`src/rtl/pc_gen_pkg.sv`:
```
// Shared types for the fetch-stage program-counter generator.
package pc_gen_pkg;

  typedef enum logic [0:0] {
    IDLE = 1'b0,
    RUN  = 1'b1
  } state_e;

  typedef enum logic [2:0] {
    FLUSH = 3'd0,
    HOLD  = 3'd1,
    CALL  = 3'd2,
    RET   = 3'd3,
    SEQ   = 3'd4
  } npc_src_e;

endpackage

```
`src/rtl/pc_ras.sv`:
```
// Circular return-address stack; a push when full silently overwrites the oldest entry.
module pc_ras #(
  parameter int XLEN      = 32,
  parameter int RAS_DEPTH = 4
) (
  input  logic            clk_i,
  input  logic            rst_i,
  input  logic            push_i,
  input  logic            pop_i,
  input  logic [XLEN-1:0] push_data_i,
  output logic [XLEN-1:0] top_o,
  output logic            empty_o,
  output logic            full_o
);
  localparam int PTR_W = (RAS_DEPTH > 1) ? $clog2(RAS_DEPTH) : 1;
  localparam int CNT_W = $clog2(RAS_DEPTH + 1);
  localparam logic [CNT_W-1:0] DEPTH_C = CNT_W'(RAS_DEPTH);

  logic [XLEN-1:0]  stack_q [RAS_DEPTH];
  // sp_q is the next free slot; the top entry sits one below it
  logic [PTR_W-1:0] sp_q, sp_d, top_idx;
  logic [CNT_W-1:0] cnt_q, cnt_d;
  logic             do_pop;

  assign top_idx = sp_q - PTR_W'(1);
  assign top_o   = stack_q[top_idx];
  assign empty_o = (cnt_q == '0);
  assign full_o  = (cnt_q == DEPTH_C);
  assign do_pop  = pop_i && !push_i && !empty_o;

  always_comb begin
    sp_d  = sp_q;
    cnt_d = cnt_q;
    if (push_i) begin
      sp_d = sp_q + PTR_W'(1);
      if (!full_o) cnt_d = cnt_q + CNT_W'(1);
    end else if (do_pop) begin
      sp_d  = top_idx;
      cnt_d = cnt_q - CNT_W'(1);
    end
  end

  always_ff @(posedge clk_i or posedge rst_i) begin
    if (rst_i) begin
      sp_q  <= '0;
      cnt_q <= '0;
      for (int i = 0; i < RAS_DEPTH; i++) stack_q[i] <= '0;
    end else begin
      sp_q  <= sp_d;
      cnt_q <= cnt_d;
      if (push_i) stack_q[sp_q] <= push_data_i;
    end
  end

endmodule

```
`src/rtl/pc_gen.sv`:
```
// Fetch PC generator: IDLE/RUN start-up, flush/hold/call/return/sequential priority mux, RAS.
//   state | meaning
//   IDLE  | after reset, pc held at RESET_PC, no fetch issued
//   RUN   | fetching; left only by reset
module pc_gen
  import pc_gen_pkg::*;
#(
  parameter int              XLEN        = 32,
  parameter logic [XLEN-1:0] RESET_PC    = '0,
  parameter int              INSTR_BYTES = 4,
  parameter int              RAS_DEPTH   = 4
) (
  input  logic            clk_i,
  input  logic            rst_i,
  input  logic            start_i,
  input  logic            stall_i,
  input  logic            flush_i,
  input  logic [XLEN-1:0] flush_pc_i,
  input  logic            call_i,
  input  logic [XLEN-1:0] call_target_i,
  input  logic            ret_i,
  output logic [XLEN-1:0] pc_o,
  output logic [XLEN-1:0] pc_next_o,
  output logic            valid_o,
  output logic            ras_empty_o,
  output logic            ras_full_o
);
  localparam logic [XLEN-1:0] INC_C = XLEN'(INSTR_BYTES);

  state_e          state_q, state_d;
  npc_src_e        src;
  logic [XLEN-1:0] pc_q, pc_d, pc_seq, ras_top;
  logic            ras_push, ras_pop;

  assign pc_seq = pc_q + INC_C;

  always_comb begin
    src = HOLD;
    if (state_q == RUN) begin
      if (flush_i)                   src = FLUSH;
      else if (!start_i || stall_i)  src = HOLD;
      else if (call_i)               src = CALL;
      else if (ret_i && !ras_empty_o) src = RET;
      else                           src = SEQ;
    end
  end

  always_comb begin
    case (src)
      FLUSH:   pc_d = flush_pc_i;
      HOLD:    pc_d = pc_q;
      CALL:    pc_d = call_target_i;
      RET:     pc_d = ras_top;
      SEQ:     pc_d = pc_seq;
      default: pc_d = pc_q;
    endcase
  end

  always_comb begin
    state_d = state_q;
    if (state_q == IDLE && start_i) state_d = RUN;
  end

  assign ras_push = (src == CALL);
  assign ras_pop  = (src == RET);

  always_ff @(posedge clk_i or posedge rst_i) begin
    if (rst_i) begin
      state_q <= IDLE;
      pc_q    <= RESET_PC;
    end else begin
      state_q <= state_d;
      pc_q    <= pc_d;
    end
  end

  pc_ras #(
    .XLEN      (XLEN),
    .RAS_DEPTH (RAS_DEPTH)
  ) u_ras (
    .clk_i       (clk_i),
    .rst_i       (rst_i),
    .push_i      (ras_push),
    .pop_i       (ras_pop),
    .push_data_i (pc_seq),
    .top_o       (ras_top),
    .empty_o     (ras_empty_o),
    .full_o      (ras_full_o)
  );

  assign pc_o      = pc_q;
  assign pc_next_o = pc_d;
  assign valid_o   = (state_q == RUN) && start_i && !stall_i;

endmodule

```
`config.mk`:
```
export PLATFORM = sky130hd
export DESIGN_NAME = pc_gen
export DESIGN_NICKNAME = d
export VERILOG_FILES = /design/src/rtl/pc_gen_pkg.sv /design/src/rtl/pc_ras.sv /design/src/rtl/pc_gen.sv
export SDC_FILE = /design/constraint.sdc
export NUM_CORES = 1
export LEC_CHECK = 0
export BUFFER_PORTS_ARGS = -buffer_cell sky130_fd_sc_hd__buf_2
export CORE_MARGIN = 2
export CORE_UTILIZATION = 50
export DETAILED_ROUTE_END_ITERATION = 8
export GPL_ROUTABILITY_DRIVEN = 0
export MAX_ROUTING_LAYER = met4
export PLACE_DENSITY = 0.81
export SYNTH_ARGS = -nofsm -noshare
export SYNTH_HDL_FRONTEND = slang
export SYNTH_SLANG_ARGS = --single-unit
```
`constraint.sdc`:
```
create_clock -name clk_i -period 10.1 [get_ports clk_i]
set_input_delay 0.505 -clock clk_i [delete_from_list [all_inputs] [get_ports clk_i]]
set_output_delay 0.505 -clock clk_i [all_outputs]
set_load 0.03 [all_outputs]
```
; ---- Word-level counts from Yosys, hierarchy flattened
; Index checks and enable logic that the tools add are counted.
; W data, S select, Z words.
[op_classes]
addsub = 5
mul = 0
div_mod_pow = 0
n_lt_le_gt_ge = 3
n_eq_ne = 5
n_shift = 0
mux = 17
n_bitwise = 3
reduce_logical = 16
[op_table]
columns = operator, count
row1 = $bwmux W128, 1
row2 = $pmux W32 S4, 1
row3 = $mux W32, 3
row4 = $bmux W32 S2, 1
row5 = $demux W32 S2, 1
row6 = $add A32 B3 Y32 const B, 1
row7 = $mux W3, 8
row8 = $logic_and A1 B1 Y1, 7
row9 = $eq A3 B2 Y1 const B, 2
row10 = $eq A3 B3 Y1 const B, 2
row11 = $ge A3 B3 Y1 const B, 2
row12 = $logic_not A3 Y1, 2
row13 = $not A2 Y3, 2
row14 = $logic_not A1 Y1, 4
row15 = $mux W2, 2
row16 = $add A3 B1 Y3 const B, 1
row17 = $lt A3 B1 Y1 const B, 1
row18 = $sub A3 B1 Y3 const B, 1
row19 = $add A2 B1 Y2 const B, 1
row20 = $ne A2 B2 Y1 const B, 1
row21 = $reduce_and A2 Y1, 1
row22 = $reduce_bool A2 Y1, 1
row23 = $sub A2 B1 Y2 const B, 1
row24 = $logic_or A1 B1 Y1, 1
row25 = $not A1 Y1, 1
[totals]
regBits = 166
latchBits = 0
ram_bits = 0
rom_bits = 0
out_inout_bits = 67
n_memories = 0

; ---- Depth between registers and ports, before layout
; Gate-level depths: netlist of run 1.
[logic_depth]
ltp_word = 14
mapped_depth = 12
ltp_nobuf = 7

; ---- Modules after synthesis
; A second synthesis of run 1 with hierarchy kept.
[unflattened]
hier_cells = 713
area_unflattened_um2 = 8793.4
[modules_own_cells]
columns = module, instances, cells_each, area_per_inst_um2, seq_area_each_um2
row1 = pc_ras, 1, 353, 5930.7, 3328.2
row2 = pc_gen, 1, 360, 2862.7, 825.8

; ---- Least setup slack after synthesis of run 1
; No wires, ideal clock.
[synth_timing]
path_kind = reg2out
start = register u_ras.sp_q[0]
end = output port pc_next_o[10]
arrival_ns = 2.966
required_ns = 9.595
slack_ns = 6.629
path_stages_with_launch = 12
path_cell_list = dfrtp_1 buf_2 buf_4 buf_4 inv_1 ha_1 buf_2 clkbuf_1 buf_2 mux4_2 a22oi_1 o221ai_1
[synth_via]
elab_chain_cells = 6
[synth_lines]
columns = item, line_no
row1 = "start, declared", pc_ras.sv:21  ; logic [PTR_W-1:0] sp_q, sp_d, top_idx;
row2 = "start signal, assigned", pc_ras.sv:49  ; sp_q <= sp_d;
row3 = $sub A2 B1 Y2, pc_ras.sv:25  ; assign top_idx = sp_q - PTR_W'(1);
row4 = $not A2 Y3 (not written as such), pc_ras.sv:26  ; assign top_o = stack_q[top_idx];
row5 = $bmux W32 S2, pc_ras.sv:26
row6 = $mux W32 (not written as such) (2 in series), pc_ras.sv:26
row7 = $pmux W32 S4, pc_gen.sv:49  ; case (src)
row8 = "end, declared", pc_gen.sv:23  ; output logic [XLEN-1:0] pc_next_o,
; Every way passes these cells. The select of a mux whose other input is x is not followed.

; ---- Worst setup path after layout of run 1
[layout_timing]
start = register state_q
end = output port pc_next_o[25]
[layout_via]
elab_chain_cells = 3
elab_cells_between_ends = 6
[layout_lines]
columns = item, line_no
row1 = "start, declared", pc_gen.sv:30  ; state_e state_q, state_d;
row2 = "start signal, assigned", pc_gen.sv:72  ; state_q <= state_d;
row3 = $mux W3 *, pc_gen.sv:39  ; if (state_q == RUN) begin
row4 = "$eq A3 B3 Y1, or another cell as far along", pc_gen.sv:49
row5 = $pmux W32 S4 *, pc_gen.sv:49
; Every way passes the cells marked *; elsewhere a longest branch is shown, timed or not.

==> summary.txt, run 1 <==
Net Sw Frac - 34.3%
Commonest non-fill, non-tap cells in the layout - 165 x dfrtp_1, 156 x nand2_1, 137 x buf_2, 131 x o21ai_0, 32 x mux4_2
R2R Path Start - state_q$_DFFE_PP0P_
Worst EP arrival - 4.46 ns
Comb power frac - 32.1%
Register area - 0.00416 mm2
CTS max path bufs - 2
Crit Path Class - reg2out
Final Instance Area - 0.00971 mm2
Initial cell density of the core - 50.8%
Clk_lat worst skew - 0.43 ns
GR Util met3 - 6.93%
Final Power - 2.56 mW
Count of cell types in the netlist - 59
Fin nets - 1002
Max_cap viols - 0
Tightest hold margin - 0.222 ns
Crit path capture type - primary output
Worst EP required - 9.60 ns
Max Fclk - 201 MHz
Setup TNS - 0 ns
Total GRT Usage - 27.9%
Syn avg cell area - 10.1 um2
EDFF count, synth - 0
Setup slack, reg-to-reg - 5.51 ns
Num rows - 47
Max VDD drop - 144 uV
Core Area - 0.0165 mm2
Largest fanout on the critical path - 24
Seq pwr share - 42.1%
CTS Sinks - 166
Syn_nets - 902
DR pass1 iterations - 5
Placed cell count - 1126
Slew margin rel. - 17.7%
ANT cells - 0
Clk_skew - 0.00700 ns
Number of global-route vias before repair - 6969
Setup crit start kind - flip-flop
Layout fillers - 1341
Sequential area share after synthesis - 49.7%
Layout cells sized above 1 - 25.3%
Slew of the pin with the lowest slew margin - 1.22 ns
Status - completed
Internal power - 1.68 mW
Busiest grt layer - met2
Iter 0 DRT Violations - 795
Main flop type after synthesis - dfrtp_1
Yosys reg bits - 166
Num CTS Buffers - 17
Worst-path clk slew - 0.06 ns
Ports - 138
Synth warn - 0
CTS H-tree lvls - 4
Final std cells w/o fill - 1157
CTS tree - built
# port buffers - 137
Via count - 7113
Initial antenna violation count - 0
Final setup viols - 0
P_leak - 4.33 nW
Die Ht - 133 um
GRT overflow - 0
Total wire length - 23500 um
Area of the multi-input gates - 0.00391 mm2
Post-DP HPWL - 15400 um
Setup Buffers After CTS - 0
Die width - 133 um
Die footprint - 0.0178 mm2
Wire per inst - 20.3 um
Worst hold path type - in2async
PostCTS Resize Cnt - 0
Area Growth Syn to Fin - 16.2%
Fin crit period - 4.97 ns
Root Buffer - clkbuf_16
Antenna viol nets, final - 0
Asr flop ratio synth - 100%
Post-DP Area - 0.00912 mm2
Worst Reg-to-Reg Cells - 4
M2 GR Usage - 41.8%
Commonest non-fill, non-tap cell in the layout - dfrtp_1
Netlist Area Pre-Place - 0.00836 mm2
Largest net degree at the start of global routing - 93
Post-route clock period utilization - 49.2%
Synth Instances - 825
Residual DRC count - 0
Worst r2r dst - u_ras.stack_q[59]$_DFFE_PP0P_
Net Sw Power - 0.876 mW
Via-to-Cell Ratio - 6.15
GR Layer Usage met1 - 36.1%
Hold buffers post-CTS - 0
Slew Limit Fails - 0
First-pass GRT wire length - 37100 um
PwrDens - 263 mW/mm2
RSZ-0062 raised after global routing - false
Clk pwr share - 25.8%
Final hold vios - 0
[worst max-delay path, cell delays in order (launching register included)]
cell and delay (ns):
dfrtp_1 0.88, nand4bb_1 1.00, nor3_2 0.90, buf_4 0.36, a221o_1 0.21, nor3b_1 0.06
nor3_1 0.34, buf_2 0.27
[sequential cells by signal, summed over array words and instances, names as in the netlist]
register / flops
u_ras.stack_q: 128
pc_o: 32
u_ras.cnt_q: 3
u_ras.sp_q: 2
state_q: 1
[how the worst max path moves through the flow]
| stage | from | to | cells past startpoint |
|---|---|---|---|
| detailed placement | flush_i | u_ras.stack_q[65]$_DFFE_PP0P_ | 5 |
| finish | state_q$_DFFE_PP0P_ | pc_next_o[25] | 7 |
| CTS | state_q$_DFFE_PP0P_ | pc_next_o[25] | 7 |
| floorplan | rst_i | pc_o[0]$_DFF_PP0_ | 1 |
| global placement | flush_i | pc_next_o[25] | 8 |
| global route | state_q$_DFFE_PP0P_ | pc_next_o[28] | 7 |
[cells in the mapped netlist (all sizes together), types with 4 or more instances]
cell type | number | area, um2
xnor2 | 22 | 193
xor2 | 10 | 87.6
a22oi | 8 | 60.1
inv | 13 | 48.8
nor4 | 5 | 52.6
a21oi | 28 | 140
nand3 | 21 | 118
nand2 | 161 | 607
o221ai | 5 | 43.8
o22ai | 4 | 25.0
clkbuf | 44 | 165
nand4 | 9 | 71.3
o2111ai | 8 | 70.1
a221oi | 8 | 70.1
ha | 6 | 75.1
and2 | 6 | 38.8
mux4 | 32 | 721
o21a | 6 | 45.0
o211ai | 4 | 30.0
o22a | 8 | 70.1
nor3 | 13 | 70.1
a221o | 6 | 60.1
nor2b | 6 | 37.5
mux2 | 13 | 146
o21ai | 132 | 661
nor2 | 28 | 108
dfrtp | 166 | 4150
buf | 18 | 100
[logic make-up after synthesis]
| kind of cell | synth area share [%] |
|---|---|
| simple gates | 14.4 |
| mux | 10.4 |
| xor+xnor | 3.35 |
| fa+ha+maj | 0.898 |
| compound gates | 17.6 |
| buf+inv | 3.76 |
| flops | 49.7 |
[final cells by class]
| type | count | share of cell area (%) |
|---|---|---|
| flip-flops and latches | 166 | 42.8 |
| inverters | 13 | 0.554 |
| well taps | 220 | 2.83 |
| clock buffers | 22 | 4.78 |
| clock inverters | 9 | 1.30 |
| repair buffers | 143 | 7.52 |
| multi-input cells | 584 | 40.2 |
[power groups by stage]
stage               Combinational (mW)  Sequential [mW]  Clock (mW)
floorplan                        0.614             1.06           0
global placement                 0.784             1.06           0
detailed placement               0.813             1.08           0
CTS                              0.818             1.07       0.663
global route                     0.895             1.10       0.689
finish                           0.820             1.08       0.659
[per-layer routing]
metal | part of all wire [%] | wire, um | vias up
met4 | 4.0 | 942 | 0
met2 | 47 | 10900 | 407
met1 | 40 | 9340 | 3461
met5 | 0 | 0 | -
met3 | 9.7 | 2280 | 72
li1 | - | - | 3173
[stage by stage]
| stage | setup WS (ns) | util, % |
|---|---|---|
| floorplan | 5.10 | - |
| global placement | 5.78 | 55.4 |
| detailed placement | 5.68 | 55.4 |
| CTS | 5.27 | 59.0 |
| global route | 4.92 | 59.0 |
| finish | 5.13 | 59.0 |
Note: power is estimated with default switching activity, not from simulation.
==> run 2: changes to the inputs <==
clock period = 4.8 ns   (was 10.1 ns; I/O delays follow)
==> run 2 against run 1 <==
Compared with the run above: sequential share of layout area shrank 0.47 points; critical path type unchanged; worst hold slack worse by 0.17 ns; utilization grew 0.66 points; flip-flop and latch count is the same; sequential power up 110%.
==> summary.txt, run 2 (synthesis results as in run 1) <==
Clk_skew - 0.00830 ns (+0.00130 ns)
Crit Path Class - reg2out
PwrDens - 557 mW/mm2 (+110%)
Num CTS Buffers - 17 (unchanged)
Max_cap viols - 0 (unchanged)
DR pass1 iterations - 6 (+1)
CTS Sinks - 166 (unchanged)
Post-DP Area - 0.00916 mm2 (+0.41%)
Final hold vios - 0 (unchanged)
Busiest grt layer - met2
Largest net degree at the start of global routing - 65 (-30%)
M2 GR Usage - 43.4% (+1.6 points)
Setup TNS - 0 ns (unchanged)
Layout cells sized above 1 - 26.0% (+0.69 points)
Worst hold path type - in2reg
Post-route clock period utilization - 73.2%
DP Worst Slack - 1.53 ns (-4.15 ns)
Residual DRC count - 0 (unchanged)
Ports - 138 (unchanged)
Cell Chain, Critical Path - inv_1 > ha_1 > buf_4 > mux4_2 > and2_1 > o31a_1 > o32a_1 > buf_2
GR Util met3 - 6.81% (-0.11 points)
Worst Reg-to-Reg Cells - 5 (+1)
Core Area - 0.0165 mm2 (unchanged)
Layout fillers - 1375 (+2.5%)
RSZ-0062 raised after global routing - false
Number of buffers and inverters on the critical path - 3 (+1)
Final Instance Area - 0.00982 mm2 (+1.1%)
Max FFs per register - 128 (unchanged)
Post-DP HPWL - 15400 um (+0.16%)
Commonest non-fill, non-tap cell in the layout - dfrtp_1
GR Layer Usage met1 - 36.3% (+0.26 points)
CTS max path bufs - 2 (unchanged)
R2R Path Start - state_q$_DFFE_PP0P_
Num rows - 47 (unchanged)
Die Ht - 133 um (unchanged)
Fin nets - 1008 (+0.60%)
Worst EP arrival - 3.27 ns (-1.19 ns)
Die footprint - 0.0178 mm2 (unchanged)
Cell count along the critical path - 8 (+1)
Root Buffer - clkbuf_16
Setup crit start kind - flip-flop
Delay-heaviest family, CP - buffers and inverters
P_leak - 4.39 nW (+1.3%)
Min-Delay Path Depth - 3
Fin crit period - 3.51 ns
Worst-path clk slew - 0.06 ns (about the same)
CTS tree - built
GRT overflow - 0 (unchanged)
Via-to-Cell Ratio - 6.08 (-1.1%)
Slew of the pin with the lowest slew margin - 1.26 ns (+0.0333 ns)
Top reg by flops - u_ras.stack_q
# port buffers - 137 (unchanged)
Initial cell density of the core - 50.8% (unchanged)
Iter 0 DRT Violations - 674 (-15%)
Max VDD drop - 261 uV (+82%)
Final std cells w/o fill - 1165 (+0.69%)
Critical Path Max Stage Delay - 0.64 ns (-0.36 ns)
Tightest hold margin - 0.0483 ns (-0.173 ns)
Crit path capture type - primary output
Die width - 133 um (unchanged)
Crit path from - u_ras.sp_q[1]$_DFFE_PP0P_
Status - completed
Worst r2r dst - u_ras.stack_q[65]$_DFFE_PP0P_
Slew margin rel. - 15.8% (-1.9 points)
CTS H-tree lvls - 4 (unchanged)
Initial antenna violation count - 2 (+2)
Via count - 7082 (-0.44%)
Commonest non-fill, non-tap cells in the layout - 165 x dfrtp_1, 156 x nand2_1, 137 x buf_2, 131 x o21ai_0, 32 x mux4_2
Setup slack, reg-to-reg - 1.87 ns (-3.64 ns)
Register area - 0.00416 mm2 (unchanged)
Crit path capture - pc_next_o[11]
Placed cell count - 1131 (+0.44%)
Area of the multi-input gates - 0.00391 mm2 (unchanged)
Final WS setup - 1.29 ns (-3.85 ns)
Area Growth Syn to Fin - 17.5%
Layout Utilization - 59.7% (+0.66 points)
Setup Buffers After CTS - 0 (unchanged)
Slew Limit Fails - 0 (unchanged)
Largest fanout on the critical path - 23 (-4.2%)
Antenna viol nets, final - 0 (unchanged)
Slowest-stage cell, CP - ha_1
Clk_lat worst skew - 0.43 ns (about the same)
Total wire length - 23400 um (-0.43%)
First-pass GRT wire length - 37100 um (about the same)
Total GRT Usage - 28.1% (+0.13 points)
Worst EP required - 4.56 ns (-5.04 ns)
Final Power - 5.47 mW (+110%)
Max Fclk - 285 MHz
Wire per inst - 20.1 um (-1.1%)
Number of global-route vias before repair - 6840 (-1.9%)
Final setup viols - 0 (unchanged)
run 2: where the power goes:
part	internal, mW	switching, mW	total, mW	leakage [nW]
Sequential	1.92	0.350	2.27	2.12
Clock	0.928	0.544	1.47	0.318
Combinational	0.780	0.947	1.73	1.95
run 2: final cells by class:
cell class / instances / area share (%)
repair buffers: 149 / 7.92
clock inverters: 6 / 1.13
clock buffers: 25 / 5.45
well taps: 220 / 2.80
inverters: 13 / 0.548
multi-input cells: 584 / 39.8
diodes: 2 / 0.0510
flip-flops and latches: 166 / 42.3
run 2: worst min path at each step:
| stage | from | to | slack, ns |
|---|---|---|---|
| after global placement | rst_i | pc_o[4]$_DFF_PP0_ | 0.36 |
| after global routing | flush_pc_i[0] | pc_o[0]$_DFF_PP0_ | 0.04 |
| final | flush_pc_i[0] | pc_o[0]$_DFF_PP0_ | 0.05 |
| after CTS | flush_pc_i[0] | pc_o[0]$_DFF_PP0_ | 0.04 |
| after detailed placement | rst_i | u_ras.stack_q[70]$_DFFE_PP0P_ | 0.36 |
| after floorplan | start_i | state_q$_DFFE_PP0P_ | 0.35 |
run 2: worst min-delay path: stages:
cell and delay (ns):
buf_2 0.08, nand2_1 0.04, nand3_1 0.07
run 2: routing by layer:
layer / wire, um / vias to the layer above
li1: - / 3203
met1: 9380 / 3470
met2: 11300 / 349
met3: 1980 / 60
met4: 775 / 0
met5: 0 / -
run 2: what timing repair did:
action	4_1_cts	5_1_grt
endpoints found under the hold margin	62	0
hold buffers	1	0
setup endpoints to repair	0	0
gates resized for setup	0	0
==> run 3: changes to the inputs <==
clock period = 3.55 ns   (was 4.8 ns; I/O delays follow)
==> run 3 against run 2 <==
Compared with the run above: the run now ends with negative hold slack left; routed wire length up 2.8%; power up 35%; clock power up 29%; critical path type unchanged; critical endpoint is now pc_next_o[27]; largest power group unchanged.
==> summary.txt, run 3 (synthesis results as in run 1) <==
Residual DRC count - 0 (unchanged)
Total wire length - 24000 um (+2.8%)
Max Used Layer - met4
CTS Sinks - 166 (unchanged)
Post-DP Area - 0.00930 mm2 (+1.5%)
Layout Utilization - 60.2% (+0.56 points)
Cell Chain, Critical Path - inv_1 > ha_1 > buf_4 > mux4_2 > a221o_1 > o21a_1 > o22a_1 > buf_2
Clk_lat worst skew - 0.43 ns (about the same)
Setup Buffers After CTS - 0 (unchanged)
Slowest-stage cell, CP - ha_1
Status - finished, violations left
Final Instance Area - 0.00991 mm2 (+0.94%)
Final hold vios - 3 (+3)
Total GRT Usage - 28.8% (+0.79 points)
Root Buffer - clkbuf_16
Fin crit period - 3.30 ns
Via count - 7157 (+1.1%)
Fin nets - 1026 (+1.8%)
Crit path capture type - primary output
Via-to-Cell Ratio - 6.07 (-0.23%)
CTS max path bufs - 2 (unchanged)
Crit Path Class - reg2out
Final setup viols - 0 (unchanged)
P_leak - 4.44 nW (+1.2%)
Core Area - 0.0165 mm2 (unchanged)
Post-route clock period utilization - 92.9%
PostCTS Resize Cnt - 0 (unchanged)
Commonest non-fill, non-tap cells in the layout - 165 x dfrtp_1, 156 x nand2_1, 137 x buf_2, 131 x o21ai_0, 32 x mux4_2
Max VDD drop - 365 uV (+40%)
Max FFs per register - 128 (unchanged)
Hold buffers post-CTS - 2 (+1)
Die width - 133 um (unchanged)
Wire per inst - 20.4 um (+1.5%)
Worst-path clk slew - 0.06 ns (about the same)
Tightest hold margin - -0.00650 ns (-0.0548 ns)
RSZ-0062 raised after global routing - false
Routed wl met2 - 11500 um (+1.8%)
CTS tree - built
Area Growth Syn to Fin - 18.6%
Num CTS Buffers - 17 (unchanged)
Initial cell density of the core - 50.8% (unchanged)
Critical Path Max Stage Delay - 0.67 ns (+0.03 ns)
Number of global-route vias before repair - 7230 (+5.7%)
Initial antenna violation count - 0 (-2)
GRT overflow - 0 (unchanged)
# port buffers - 137 (unchanged)
Setup slack, reg-to-reg - 0.79 ns (-1.08 ns)
Violated checks - negative hold slack
First-pass GRT wire length - 38300 um (+3.1%)
Largest net degree at the start of global routing - 167 (+160%)
Met1 WL - 9840 um (+5.0%)
Slew margin rel. - 33.5% (+18 points)
Die Ht - 133 um (unchanged)
PwrDens - 745 mW/mm2 (+34%)
R2R Path Start - state_q$_DFFE_PP0P_
DR WL met3 - 1760 um (-11%)
Worst Reg-to-Reg Cells - 6 (+1)
Iter 0 DRT Violations - 678 (+0.59%)
ANT cells - 0 (-2)
Commonest non-fill, non-tap cell in the layout - dfrtp_1
Post-DP HPWL - 16400 um (+6.5%)
Max Fclk - 303 MHz
Num rows - 47 (unchanged)
Antenna viol nets, final - 0 (unchanged)
Ports - 138 (unchanged)
Worst EP arrival - 3.12 ns (-0.15 ns)
Worst EP required - 3.37 ns (-1.19 ns)
Clk_skew - 0.00947 ns (+0.00117 ns)
Layout cells sized above 1 - 26.8% (+0.79 points)
Slew Limit Fails - 0 (unchanged)
CTS H-tree lvls - 4 (unchanged)
Max_cap viols - 0 (unchanged)
Setup crit start kind - flip-flop
Worst r2r dst - u_ras.stack_q[111]$_DFFE_PP0P_
Die footprint - 0.0178 mm2 (unchanged)
Worst hold path type - in2async
Setup TNS - 0 ns (unchanged)
DR pass1 iterations - 5 (-1)
Largest fanout on the critical path - 12 (-48%)
Slew of the pin with the lowest slew margin - 0.991 ns (-0.266 ns)
Top reg by flops - u_ras.stack_q
[run 3: cell types whose count changed in the layout (fill, tap and decap cells not counted), sizes merged]
cell	previous run	this run
inv	13	12
clkbuf	25	21
diode	2	0
bufinv	3	4
buf	148	165
dlygate4sd3	1	2
clkinv	2	4
clkinvlp	1	2
[run 3: metal layers]
layer | vias to the layer above | track usage [%]
met5 | - | -
met4 | 0 | 13.8
met3 | 65 | 6.51
met2 | 319 | 44.3
met1 | 3550 | 36.6
li1 | 3223 | -
[run 3: how the worst max path moves through the flow]
stage                               from                  to  cells after the start
4_1_cts        u_ras.sp_q[1]$_DFFE_PP0P_       pc_next_o[27]                      8
2_1_floorplan  u_ras.sp_q[0]$_DFFE_PP0P_  pc_o[17]$_DFF_PP0_                     11
3_3_place_gp   u_ras.sp_q[1]$_DFFE_PP0P_       pc_next_o[27]                      8
3_5_place_dp   u_ras.sp_q[1]$_DFFE_PP0P_       pc_next_o[27]                      8
5_1_grt        u_ras.sp_q[1]$_DFFE_PP0P_       pc_next_o[27]                      8
6_report       u_ras.sp_q[1]$_DFFE_PP0P_       pc_next_o[27]                      8
[run 3: metrics by stage]
step           setup WS (ns)  power [mW]  std cells
2_1_floorplan          0.330        4.76        825
6_report               0.252        7.38       1180
3_5_place_dp           0.752        5.45       1148
5_1_grt                0.151        7.77       1180
4_1_cts                0.306        7.37       1180
3_3_place_gp           0.803        5.32       1148
[run 3: layout make-up]
type / instances / area (um2)
well taps: 220 / 275
repair buffers: 167 / 928
clock buffers: 21 / 440
fillers: 1364 / 6550
clock inverters: 9 / 155
multi-input cells: 584 / 3910
flip-flops and latches: 166 / 4160
inverters: 13 / 52.6
[run 3: power by group]
group	switching (mW)	internal, mW	total (mW)
sequential	0.503	2.59	3.10
combinational	1.29	1.09	2.39
clock	0.731	1.17	1.90
[run 3: critical path: cells and delay by family, from the launching register on]
kind / cells / cell delay, ns
flip-flops: 1 / 0.42
multiplexers: 1 / 0.30
AO/OA/AOI/OAI: 3 / 0.75
adder cells (fa/ha/maj): 1 / 0.67
buffers and inverters: 3 / 0.56
